===== config.mk =====
export PLATFORM = sky130hd
export DESIGN_NAME = x7seg_scan_flat
export DESIGN_NICKNAME = d
export VERILOG_FILES = /design/src/rtl/x7seg_scan_if.sv /design/src/rtl/x7seg_scan.sv /design/src/flat_wrapper.sv
export SDC_FILE = /design/constraint.sdc
export NUM_CORES = 1
export LEC_CHECK = 0
export BUFFER_PORTS_ARGS = -buffer_cell sky130_fd_sc_hd__buf_2
export CAP_MARGIN = 10
export CORE_ASPECT_RATIO = 1.2
export CORE_UTILIZATION = 44
export CTS_BUF_LIST = sky130_fd_sc_hd__clkbuf_8
export CTS_CLUSTER_DIAMETER = 150
export CTS_CLUSTER_SIZE = 28
export DETAILED_ROUTE_END_ITERATION = 8
export PLACE_DENSITY = 0.66
export SLEW_MARGIN = 20
export SYNTH_ARGS = -nofsm -noshare
export SYNTH_HDL_FRONTEND = slang
export SYNTH_SLANG_ARGS = --single-unit

===== constraint.sdc =====
create_clock -name clk -period 3.15 [get_ports clk]
set_clock_uncertainty 0.15 [all_clocks]
set_input_delay 0.63 -clock clk [delete_from_list [all_inputs] [get_ports clk]]
set_output_delay 0.63 -clock clk [all_outputs]
set_load 0.01 [all_outputs]

===== src/rtl/x7seg_scan_if.sv =====
// x7seg_scan_if: control/data and pin bundle between board logic and the seven-segment scanner.
interface x7seg_scan_if #(parameter int DIGITS = 4);
  logic                  load;
  logic [4*DIGITS-1:0]   data;
  logic [DIGITS-1:0]     dp;
  logic                  blank_en;
  logic [3:0]            bright;
  logic [6:0]            a_to_g;
  logic                  dp_n;
  logic [DIGITS-1:0]     an;
  logic                  busy;
  modport master (output load, data, dp, blank_en, bright, input a_to_g, dp_n, an, busy);
  modport slave  (input load, data, dp, blank_en, bright, output a_to_g, dp_n, an, busy);
endinterface


===== src/rtl/x7seg_scan.sv =====
// x7seg_scan: multiplexed seven-segment driver with blanking, dp and PWM brightness.
// Define X7SEG_BCD_EN to add a sequential double-dabble binary-to-BCD converter.
module x7seg_scan #(
  parameter int DIGITS = 4,
  parameter int SCAN_W = 18
) (
  input logic         clk,
  input logic         clr_n,
  x7seg_scan_if.slave io
);
  localparam int W  = 4*DIGITS;
  localparam int IW = DIGITS > 1 ? $clog2(DIGITS) : 1;
  logic [SCAN_W-1:0] pre_q, pre_d;
  logic [IW-1:0]     idx_q, idx_d;
  logic [W-1:0]      disp_q, disp_d;
  logic [DIGITS-1:0] dpr_q, dpr_d, an_q, an_d, blank;
  logic [6:0]        seg_q, seg_d;
  logic              dpn_q, dpn_d, ovf_q, ovf_d, lit, zero;
  logic [3:0]        nib;

  function automatic logic [6:0] seg7(input logic [3:0] n);
    case (n)
      4'h0: seg7 = 7'b0000001;
      4'h1: seg7 = 7'b1001111;
      4'h2: seg7 = 7'b0010010;
      4'h3: seg7 = 7'b0000110;
      4'h4: seg7 = 7'b1001100;
      4'h5: seg7 = 7'b0100100;
      4'h6: seg7 = 7'b0100000;
      4'h7: seg7 = 7'b0001111;
      4'h8: seg7 = 7'b0000000;
      4'h9: seg7 = 7'b0000100;
      4'hA: seg7 = 7'b0001000;
      4'hB: seg7 = 7'b1100000;
      4'hC: seg7 = 7'b0110001;
      4'hD: seg7 = 7'b1000010;
      4'hE: seg7 = 7'b0110000;
      default: seg7 = 7'b0111000;
    endcase
  endfunction

`ifdef X7SEG_BCD_EN
  localparam int CW = $clog2(W);
  localparam logic [32:0] LIM = 33'(10**DIGITS);
  typedef enum logic {IDLE, SHIFT} state_t;
  state_t            state_q, state_d;
  logic [W-1:0]      bin_q, bin_d, bcd_q, bcd_d, adj;
  logic [CW-1:0]     cnt_q, cnt_d;
  logic [DIGITS-1:0] dpp_q, dpp_d;
  logic              ovp_q, ovp_d;
  always_comb begin
    adj = bcd_q;
    for (int i = 0; i < DIGITS; i++)
      adj[4*i +: 4] = bcd_q[4*i +: 4] >= 4'd5 ? bcd_q[4*i +: 4] + 4'd3 : bcd_q[4*i +: 4];
    state_d = state_q;
    bin_d   = bin_q;
    bcd_d   = bcd_q;
    cnt_d   = cnt_q;
    dpp_d   = dpp_q;
    ovp_d   = ovp_q;
    disp_d  = disp_q;
    dpr_d   = dpr_q;
    ovf_d   = ovf_q;
    if (state_q == IDLE) begin
      if (io.load) begin
        state_d = SHIFT;
        bin_d   = io.data;
        bcd_d   = '0;
        cnt_d   = '0;
        dpp_d   = io.dp;
        ovp_d   = 33'(io.data) >= LIM;
      end
    end else begin
      bcd_d = W'({adj, bin_q[W-1]});
      bin_d = bin_q << 1;
      cnt_d = cnt_q + 1'b1;
      if (cnt_q == CW'(W-1)) begin
        state_d = IDLE;
        disp_d  = bcd_d;
        dpr_d   = dpp_q;
        ovf_d   = ovp_q;
      end
    end
  end
  // Reset aborts any conversion in flight; the pending result is simply discarded.
  always_ff @(posedge clk) begin
    if (!clr_n) begin
      state_q <= IDLE;
      bin_q   <= '0;
      bcd_q   <= '0;
      cnt_q   <= '0;
      dpp_q   <= '0;
      ovp_q   <= 1'b0;
    end else begin
      state_q <= state_d;
      bin_q   <= bin_d;
      bcd_q   <= bcd_d;
      cnt_q   <= cnt_d;
      dpp_q   <= dpp_d;
      ovp_q   <= ovp_d;
    end
  end
  assign io.busy = state_q == SHIFT;
`else
  always_comb begin
    disp_d = io.load ? io.data : disp_q;
    dpr_d  = io.load ? io.dp : dpr_q;
    ovf_d  = 1'b0;
  end
  assign io.busy = 1'b0;
`endif

  always_comb begin
    pre_d = pre_q + 1'b1;
    idx_d = &pre_q ? (idx_q == IW'(DIGITS-1) ? '0 : idx_q + 1'b1) : idx_q;
    nib   = disp_q[4*idx_q +: 4];
    zero  = 1'b1;
    blank = '0;
    for (int i = DIGITS-1; i >= 0; i--) begin
      zero     = zero & (disp_q[4*i +: 4] == 4'd0);
      blank[i] = (i > 0) && zero && io.blank_en && !ovf_q;
    end
    lit   = (pre_q[SCAN_W-1 -: 4] <= io.bright) && !blank[idx_q];
    an_d  = '1;
    an_d[idx_q] = !lit;
    seg_d = !lit ? 7'h7f : ovf_q ? 7'b1111110 : seg7(nib);
    dpn_d = !lit || !dpr_q[idx_q];
  end

  always_ff @(posedge clk) begin
    if (!clr_n) begin
      pre_q  <= '0;
      idx_q  <= '0;
      disp_q <= '0;
      dpr_q  <= '0;
      ovf_q  <= 1'b0;
      an_q   <= '1;
      seg_q  <= 7'h7f;
      dpn_q  <= 1'b1;
    end else begin
      pre_q  <= pre_d;
      idx_q  <= idx_d;
      disp_q <= disp_d;
      dpr_q  <= dpr_d;
      ovf_q  <= ovf_d;
      an_q   <= an_d;
      seg_q  <= seg_d;
      dpn_q  <= dpn_d;
    end
  end

  assign io.an     = an_q;
  assign io.a_to_g = seg_q;
  assign io.dp_n   = dpn_q;
endmodule


===== src/flat_wrapper.sv =====
// flat-port wrapper written by rule: the top's interface ports become plain ports
module x7seg_scan_flat 
#(
  parameter int DIGITS = 4,
  parameter int SCAN_W = 18
)
  (clk, clr_n, io_load, io_data, io_dp, io_blank_en, io_bright, io_a_to_g, io_dp_n, io_an, io_busy);
  x7seg_scan_if #(.DIGITS(DIGITS)) io_i ();
  input logic clk;
  input logic clr_n;
  input wire logic [$bits(io_i.load)-1:0] io_load;
  input wire logic [$bits(io_i.data)-1:0] io_data;
  input wire logic [$bits(io_i.dp)-1:0] io_dp;
  input wire logic [$bits(io_i.blank_en)-1:0] io_blank_en;
  input wire logic [$bits(io_i.bright)-1:0] io_bright;
  output wire logic [$bits(io_i.a_to_g)-1:0] io_a_to_g;
  output wire logic [$bits(io_i.dp_n)-1:0] io_dp_n;
  output wire logic [$bits(io_i.an)-1:0] io_an;
  output wire logic [$bits(io_i.busy)-1:0] io_busy;
  assign io_i.load = io_load;
  assign io_i.data = io_data;
  assign io_i.dp = io_dp;
  assign io_i.blank_en = io_blank_en;
  assign io_i.bright = io_bright;
  assign io_a_to_g = io_i.a_to_g;
  assign io_dp_n = io_i.dp_n;
  assign io_an = io_i.an;
  assign io_busy = io_i.busy;
  x7seg_scan #(.DIGITS(DIGITS), .SCAN_W(SCAN_W)) u_core (.clk(clk), .clr_n(clr_n), .io(io_i));
endmodule

==> impl_results.md, run 1 <==
- Fillcell total: 510
- Global Route Usage Sum: 0.1696
- FP Rows: 29
- Status: complete, but fails checks
- Post-CTS Hold Fix Bufs: 0
- Register area share after synthesis: 0.4158
- Sequential cell area: 1041 µm²
- CP max FO: 11
- Final setup viols: 0
- GRT met1 Usage: 0.2090
- Post-synth top area share: 0.4158
- Clk buf depth: 2
- Area of the mapped netlist: 2504 µm²
- Post-synth EDFFs: 0
- Chip height: 84.63 µm
- Via count: 1877
- ANT cells: 0
- P per Cell Area: 478.5 nW/µm²
- Post-Syn Nets: 297
- TritonCTS clock tree: yes
- Internal: 1.061 mW
- Flops & latches, synth: 52
- Failing checks: DRC
- Top area cells in the synthesized netlist: dfxtp_1 42%, mux2i_1 9.2%, ha_1 7.5%
- Share of layout cells above drive strength 1: 0.2049
- Buffers added on ports: 39
- Final min period: 2377 ps
- H-tree levels: 2
- Slew margin rel.: 0.3805
- Clock power share: 0.385
- RSZ-0062 raised after global routing: no
- Cells after DPL: 343
- Pwr Total: 1.356 mW
- Gpl congestion: 0.7639
- Via count of the first global-routing pass: 1793
- Chip Width: 70.86 µm
- Leak: 1.193 nW
- Multi-input gate area: 1335 µm²
- Max VDD drop: 253.1 µV
- Initial Util: 0.4662
- Switching share of total power: 0.2177
- Global-route wire length before repair: 8121 µm
- M3 GR Usage: 0.03721
- Worst Hold Class: reg2reg
- Grt peak-use layer: met2
- Slew @ Worst Pin: 925.2 ps
- Slew Viols, Final: 0
- Clock latency on the worst-skew pair: 300 ps
- Worst Path Required: 3150 ps
- Number of gates resized after cts: 0
- Seq pwr share: 0.518
- Synth Warn #: 0
- Layout Nets: 331
- Gr ovfl total: 0
- Main synth FF type: dfxtp_1
- IO Pins: 41
- Final core occ: 0.5277
- Switching pwr: 0.2952 mW
- Die area: 5997 µm²
- Fmax: 0.4206 GHz
- FFs w/ async S/R, synth: 0
- DRC Markers: 6
- Vias per std cell: 5.363
- Antenna viol nets, final: 0
- DRT Pass-1 Iters: 8
- Count of cell types in the netlist: 44
- Mean post-synth cell area: 9.857 µm²
- WL final: 4683 µm
- Setup TNS: 0 ps
- Met2 usage: 0.2858
- DR iter-0 viols: 73
- Drt wl/cell: 13.38 µm
- Total CTS buffers: 5
- Initial antenna violation count: 0
- Largest net degree at the start of global routing: 24
- CP arrival: 2370 ps
- Clk slew on worst S/H paths: 90 ps
- Setup crit end kind: flip-flop
- P&R area growth vs syn: 13.19%
- Commonest cells post-synth: 52 x dfxtp_1, 35 x nor2_1, 23 x mux2i_1, 15 x ha_1, 15 x nand3_1
- Post-CTS Setup Inserts: 0
- Logic pwr share: 0.096
- Core Area: 5370 µm²
- Period utilisation layout: 0.7547
- Max-cap violation count: 0
- Hold Vio Cnt, Final: 0
- Worst setup path class: reg2reg
- Layout Cells excl Fill: 350
- Clock root buffer: clkbuf_8
- Post-DP HPWL: 3435 µm
- CTS sink count: 52
- Nature of the critical path startpoint: flip-flop
- Post-Syn Instances: 254
- Top-count cell post-synth: dfxtp_1
- Dominant cell type by area after synthesis: dfxtp_1
==> area by class of cell <==
type                    instances  share of cell area
clock buffers                   5             0.02428
clock inverters                 2             0.02119
inverters                      13             0.01722
multi-input cells             176              0.4711
flip-flops and latches         52              0.3673
well taps                      62             0.02737
repair buffers                 40             0.07152
==> per-layer routing <==
metal,share of wire,up-vias,wire (µm)
met4,0.013,0,59
met3,0.030,6,142
met2,0.48,33,2250
met1,0.48,887,2230
met5,0,-,0
li1,-,951,-
==> sequential cells by signal, indices dropped and copies added (netlist names) <==
| name | cells |
|---|---|
| u_core.io.dp_n | 1 |
| u_core.idx_q | 2 |
| u_core.io.a_to_g | 7 |
| u_core.dpr_q | 4 |
| u_core.io.an | 4 |
| u_core.pre_q | 18 |
| u_core.disp_q | 16 |
==> kinds of logic after synthesis <==
logic type,Yosys count,share of synthesized area
xor+xnor,13,0.04548
simple gates,93,0.1919
flops,52,0.4158
compound gates,21,0.05547
fa+ha+maj,15,0.07496
buf+inv,26,0.05097
other cells,1,0.001498
mux,33,0.1639
==> path summary, 6_finish.rpt <==
path	start	to	slack, ps	depth (start not counted)
worst max register to register	u_core.idx_q[0]	u_core.io.a_to_g[6]	770	5
worst min-delay path	u_core.pre_q[0]	u_core.pre_q[0]	320	1
worst min register to register	u_core.pre_q[0]	u_core.pre_q[0]	320	1
worst max-delay path	u_core.idx_q[0]	u_core.io.a_to_g[6]	770	5
==> cells in the final DEF (no fill, tap or decap), drive strengths merged, types with 6 or more instances in the layout <==
master  count
inv        12
mux2i      23
nor3        6
nand4       7
dfxtp      52
nand2      11
mux4        6
nand3      15
nor2       35
xnor2       9
ha         15
buf        40
==> critical path, cell delays in order (launching register included) <==
cell and delay [ps]:
dfxtp_1 610, mux4_2 630, ha_1 280, mux2_2 290, a22oi_1 160, nand4_1 110
==> power groups by stage <==
stage / clock network [mW] / logic [mW] / registers (mW)
floorplan: 0 / 0.0883 / 0.718
global placement: 0 / 0.128 / 0.718
detailed placement: 0 / 0.131 / 0.718
CTS: 0.537 / 0.132 / 0.703
global route: 0.563 / 0.146 / 0.707
finish: 0.523 / 0.131 / 0.703
==> per-stage QoR <==
stage / cell area (µm²) / setup WS, ps / hold slack [ps]
after CTS: 2834 / 783.2 / 333.3
final: 2834 / 772.6 / 324.8
after floorplan: 2504 / 993.1 / 279.7
after global placement: 2705 / 824.8 / 296.9
after detailed placement: 2705 / 774.7 / 309.2
after global routing: 2834 / 634.0 / 345.7
Power figures use the tool's default switching activity.
==> inputs of run 2 (changes only) <==
--- a/config.mk
+++ b/config.mk
@@ -5,6 +5,7 @@
 export SDC_FILE = /design/constraint.sdc
 export NUM_CORES = 1
 export LEC_CHECK = 0
+export ABC_AREA = 1
 export BUFFER_PORTS_ARGS = -buffer_cell sky130_fd_sc_hd__buf_2
 export CAP_MARGIN = 10
 export CORE_ASPECT_RATIO = 1.2
==> constraint.sdc (replaced) <==
create_clock -name clk -period 2.2 [get_ports clk]
set_clock_uncertainty 0.15 [all_clocks]
set_input_delay 0.44 -clock clk [delete_from_list [all_inputs] [get_ports clk]]
set_output_delay 0.44 -clock clk [all_outputs]
set_load 0.01 [all_outputs]
==> run 2 against run 1 <==
  * Largest cell class unchanged
  * Worst setup slack worse by 390 ps
  * Die area up 3.6%
  * Register-to-register slack worse by 390 ps
  * Sequential cell count unchanged
  * Critical path type unchanged
  * Non-clock buffer count up 4
  * Sequential power up 44%
  * Synthesized cell count up 47%
  * Cell count up 41%
  * Synthesized area up 3.7%
  * Fmax up 31%
  * The run now ends clean
==> impl_results.md, run 2 <==
- FP Rows: 30 (+3.4%)
- CP arrival: 1920 ps (-450 ps)
- Largest register by flop count: u_core.pre_q
- Crit-path cells: clkinv_1 > nand3_1 > nand2_1 > ha_1 > nand3b_1 > nand2_1 > nand2_1 > nand3_1
- Hold Vio Cnt, Final: 0 (unchanged)
- Final min period: 1814 ps (-563.4 ps)
- Status: finished, final reports clean
- Flops & latches, synth: 52 (unchanged)
- Area of the mapped netlist: 2596 µm² (+3.7%)
- Main synth FF type: dfxtp_1
- Post-synth EDFFs: 0 (unchanged)
- Post-CTS Setup Inserts: 0 (unchanged)
- Total CTS buffers: 5 (unchanged)
- Max-cap violation count: 0 (unchanged)
- ANT cells: 0 (unchanged)
- Max reg flops: 18 (unchanged)
- Hold path cells: 3 (+2)
- H-tree levels: 2 (unchanged)
- Gr ovfl total: 0 (unchanged)
- Post-synth top area share: 0.4010 (-0.01483)
- Worst Hold Class: in2reg
- Seq pwr share: 0.576 (+0.058)
- Switching share of total power: 0.2606 (+0.04290)
- IO Pins: 41 (unchanged)
- Leak: 1.346 nW (+13%)
- Clk slew on worst S/H paths: 90 ps (about the same)
- Synth Warn #: 0 (unchanged)
- DRT Pass-1 Iters: 4 (-4)
- DR iter-0 viols: 64 (-12%)
- Mean post-synth cell area: 6.942 µm² (-30%)
- Slew @ Worst Pin: 606.6 ps (-318.6 ps)
- Post-DP HPWL: 3799 µm (+11%)
- Sequential cell area: 1041 µm² (unchanged)
- Nature of the critical path startpoint: flip-flop
- Switching pwr: 0.4563 mW (+55%)
- CP max FO: 9 (-2)
- Dominant cell type by area after synthesis: dfxtp_1
- Clock power share: 0.304 (-0.081)
- Fmax: 0.5513 GHz (+31%)
- Post-Syn Instances: 374 (+47%)
- Commonest cells post-synth: 100 x nand2_1, 73 x nor2_1, 52 x dfxtp_1, 27 x nand3_1, 27 x o21ai_0
- P&R area growth vs syn: 13.59%
- Top-count cell post-synth: nand2_1
- Max VDD drop: 310.7 µV (+23%)
- Logic pwr share: 0.120 (+0.024)
- Post-CTS Hold Fix Bufs: 0 (unchanged)
- Initial antenna violation count: 0 (unchanged)
- Period utilisation layout: 0.8245 (+0.06979)
- Multi-input gate area: 1379 µm² (+3.3%)
- Critical Path Most Common Cell: nand2_1
- Die area: 6213 µm² (+3.6%)
- Fillcell total: 586 (+15%)
- Vias per std cell: 4.708 (-12%)
- DP Worst Slack: 377.2 ps (-397.5 ps)
- Layout Nets: 455 (+37%)
- Largest net degree at the start of global routing: 23 (-4.2%)
- Final setup margin: 386.1 ps (-386.6 ps)
- WL final: 4983 µm (+6.4%)
- Chip height: 86.15 µm (+1.8%)
- Via count of the first global-routing pass: 2173 (+21%)
- Global-route wire length before repair: 9170 µm (+13%)
- Slew margin rel.: 0.5952 (+0.2147)
- Initial Util: 0.4581 (-0.008159)
- Leading cell types in the layout, fill and taps excluded: 100 x nand2_1, 73 x nor2_1, 52 x dfxtp_1
- Chip Width: 72.12 µm (+1.8%)
- Top area cells in the synthesized netlist: dfxtp_1 40%, nand2_1 14%, nor2_1 11%
- Worst r2r path cells: 8 (+3)
- P per Cell Area: 593.7 nW/µm² (+24%)
- Via count: 2321 (+24%)
- Slowest CP cell: dfxtp_1
- DRC Markers: 0 (-6)
- Slew Viols, Final: 0 (unchanged)
- Drt wl/cell: 10.11 µm (-24%)
- Number of gates resized after cts: 0 (unchanged)
- Internal: 1.295 mW (+22%)
- Count of cell types in the netlist: 31 (-30%)
- TritonCTS clock tree: yes
- FFs w/ async S/R, synth: 0 (unchanged)
- Clk buf depth: 2 (unchanged)
- Global Route Usage Sum: 0.1833 (+0.01362)
- CTS sink count: 52 (unchanged)
- Worst setup path class: reg2reg
- Worst Path Required: 2310 ps (-840 ps)
- Final setup viols: 0 (unchanged)
- Buffers added on ports: 39 (unchanged)
- Worst path max stage delay: 340 ps (-290 ps)
- Register area share after synthesis: 0.4010 (-0.01483)
- Setup crit end kind: flip-flop
- Core Area: 5668 µm² (+5.5%)
- Clock latency on the worst-skew pair: 310 ps (about the same)
- Clock root buffer: clkbuf_8
- Share of layout cells above drive strength 1: 0.1574 (-0.04748)
- Post-Syn Nets: 417 (+40%)
- Commonest non-fill, non-tap cell in the layout: nand2_1
- Setup TNS: 0 ps (unchanged)
- RSZ-0062 raised after global routing: no
- Antenna viol nets, final: 0 (unchanged)
- Gpl congestion: 0.8434 (+10%)
## run 2: path summary, 6_finish.rpt
kind                                       endpoint  slack [ps]            start
worst max-delay path            u_core.io.a_to_g[3]         390  u_core.idx_q[1]
worst min-delay path              u_core.disp_q[14]         200      io_data[14]
worst max register to register  u_core.io.a_to_g[3]         390  u_core.idx_q[1]
worst min register to register      u_core.pre_q[0]         300  u_core.pre_q[0]
## run 2: kinds of logic after synthesis
logic type | after synthesis | synth area share
xor gates and xnor gates | 4 | 0.01350
and+or+nand+nor | 220 | 0.3653
buffers and inverters | 42 | 0.06794
DFF | 52 | 0.4010
AOI/OAI and AO/OA | 40 | 0.07856
adders and majority gates | 15 | 0.07229
other | 1 | 0.001444
## run 2: layer usage
| layer | up-vias | track usage | wire, µm |
|---|---|---|---|
| met5 | - | 0 | 0 |
| met4 | 0 | 0.05169 | 54 |
| met3 | 5 | 0.04465 | 202 |
| met2 | 51 | 0.3033 | 2213 |
| met1 | 1014 | 0.2353 | 2513 |
| li1 | 1251 | - | - |
## run 2: area by class of cell
class / count / share of cell area
Multi-Input combinational cell: 280 / 0.4675
Sequential cell: 52 / 0.3530
Inverter: 29 / 0.03691
Clock buffer: 5 / 0.02333
Timing Repair Buffer: 44 / 0.07891
Tap cell: 80 / 0.03394
Clock inverter: 3 / 0.006364
## run 2: per-stage QoR
stage          power (mW)  utilization  cell area (µm²)  hold WS, ps  std cells
3_5_place_dp        1.242       0.5049             2861        286.6        485
4_1_cts             1.772       0.5203             2949        196.8        493
3_3_place_gp        1.239       0.5049             2861        280.1        485
6_report            1.751       0.5203             2949        197.8        493
5_1_grt             1.848       0.5203             2949        199.1        493
2_1_floorplan       1.170            -             2596        267.5        374
## run 2: power by group through the flow
stage          combinational, mW  sequential [mW]  clock, mW
6_report                   0.209             1.01      0.533
5_1_grt                    0.245             1.02      0.587
4_1_cts                    0.212             1.01      0.551
3_5_place_dp               0.211             1.03          0
3_3_place_gp               0.207             1.03          0
2_1_floorplan              0.136             1.03          0
## run 2: worst max-delay path, delay by kind of cell, from the launching register on
family,cells,cell delay [ps]
simple gates,6,660
flops,1,340
buf+inv,1,260
fa+ha+maj,1,340
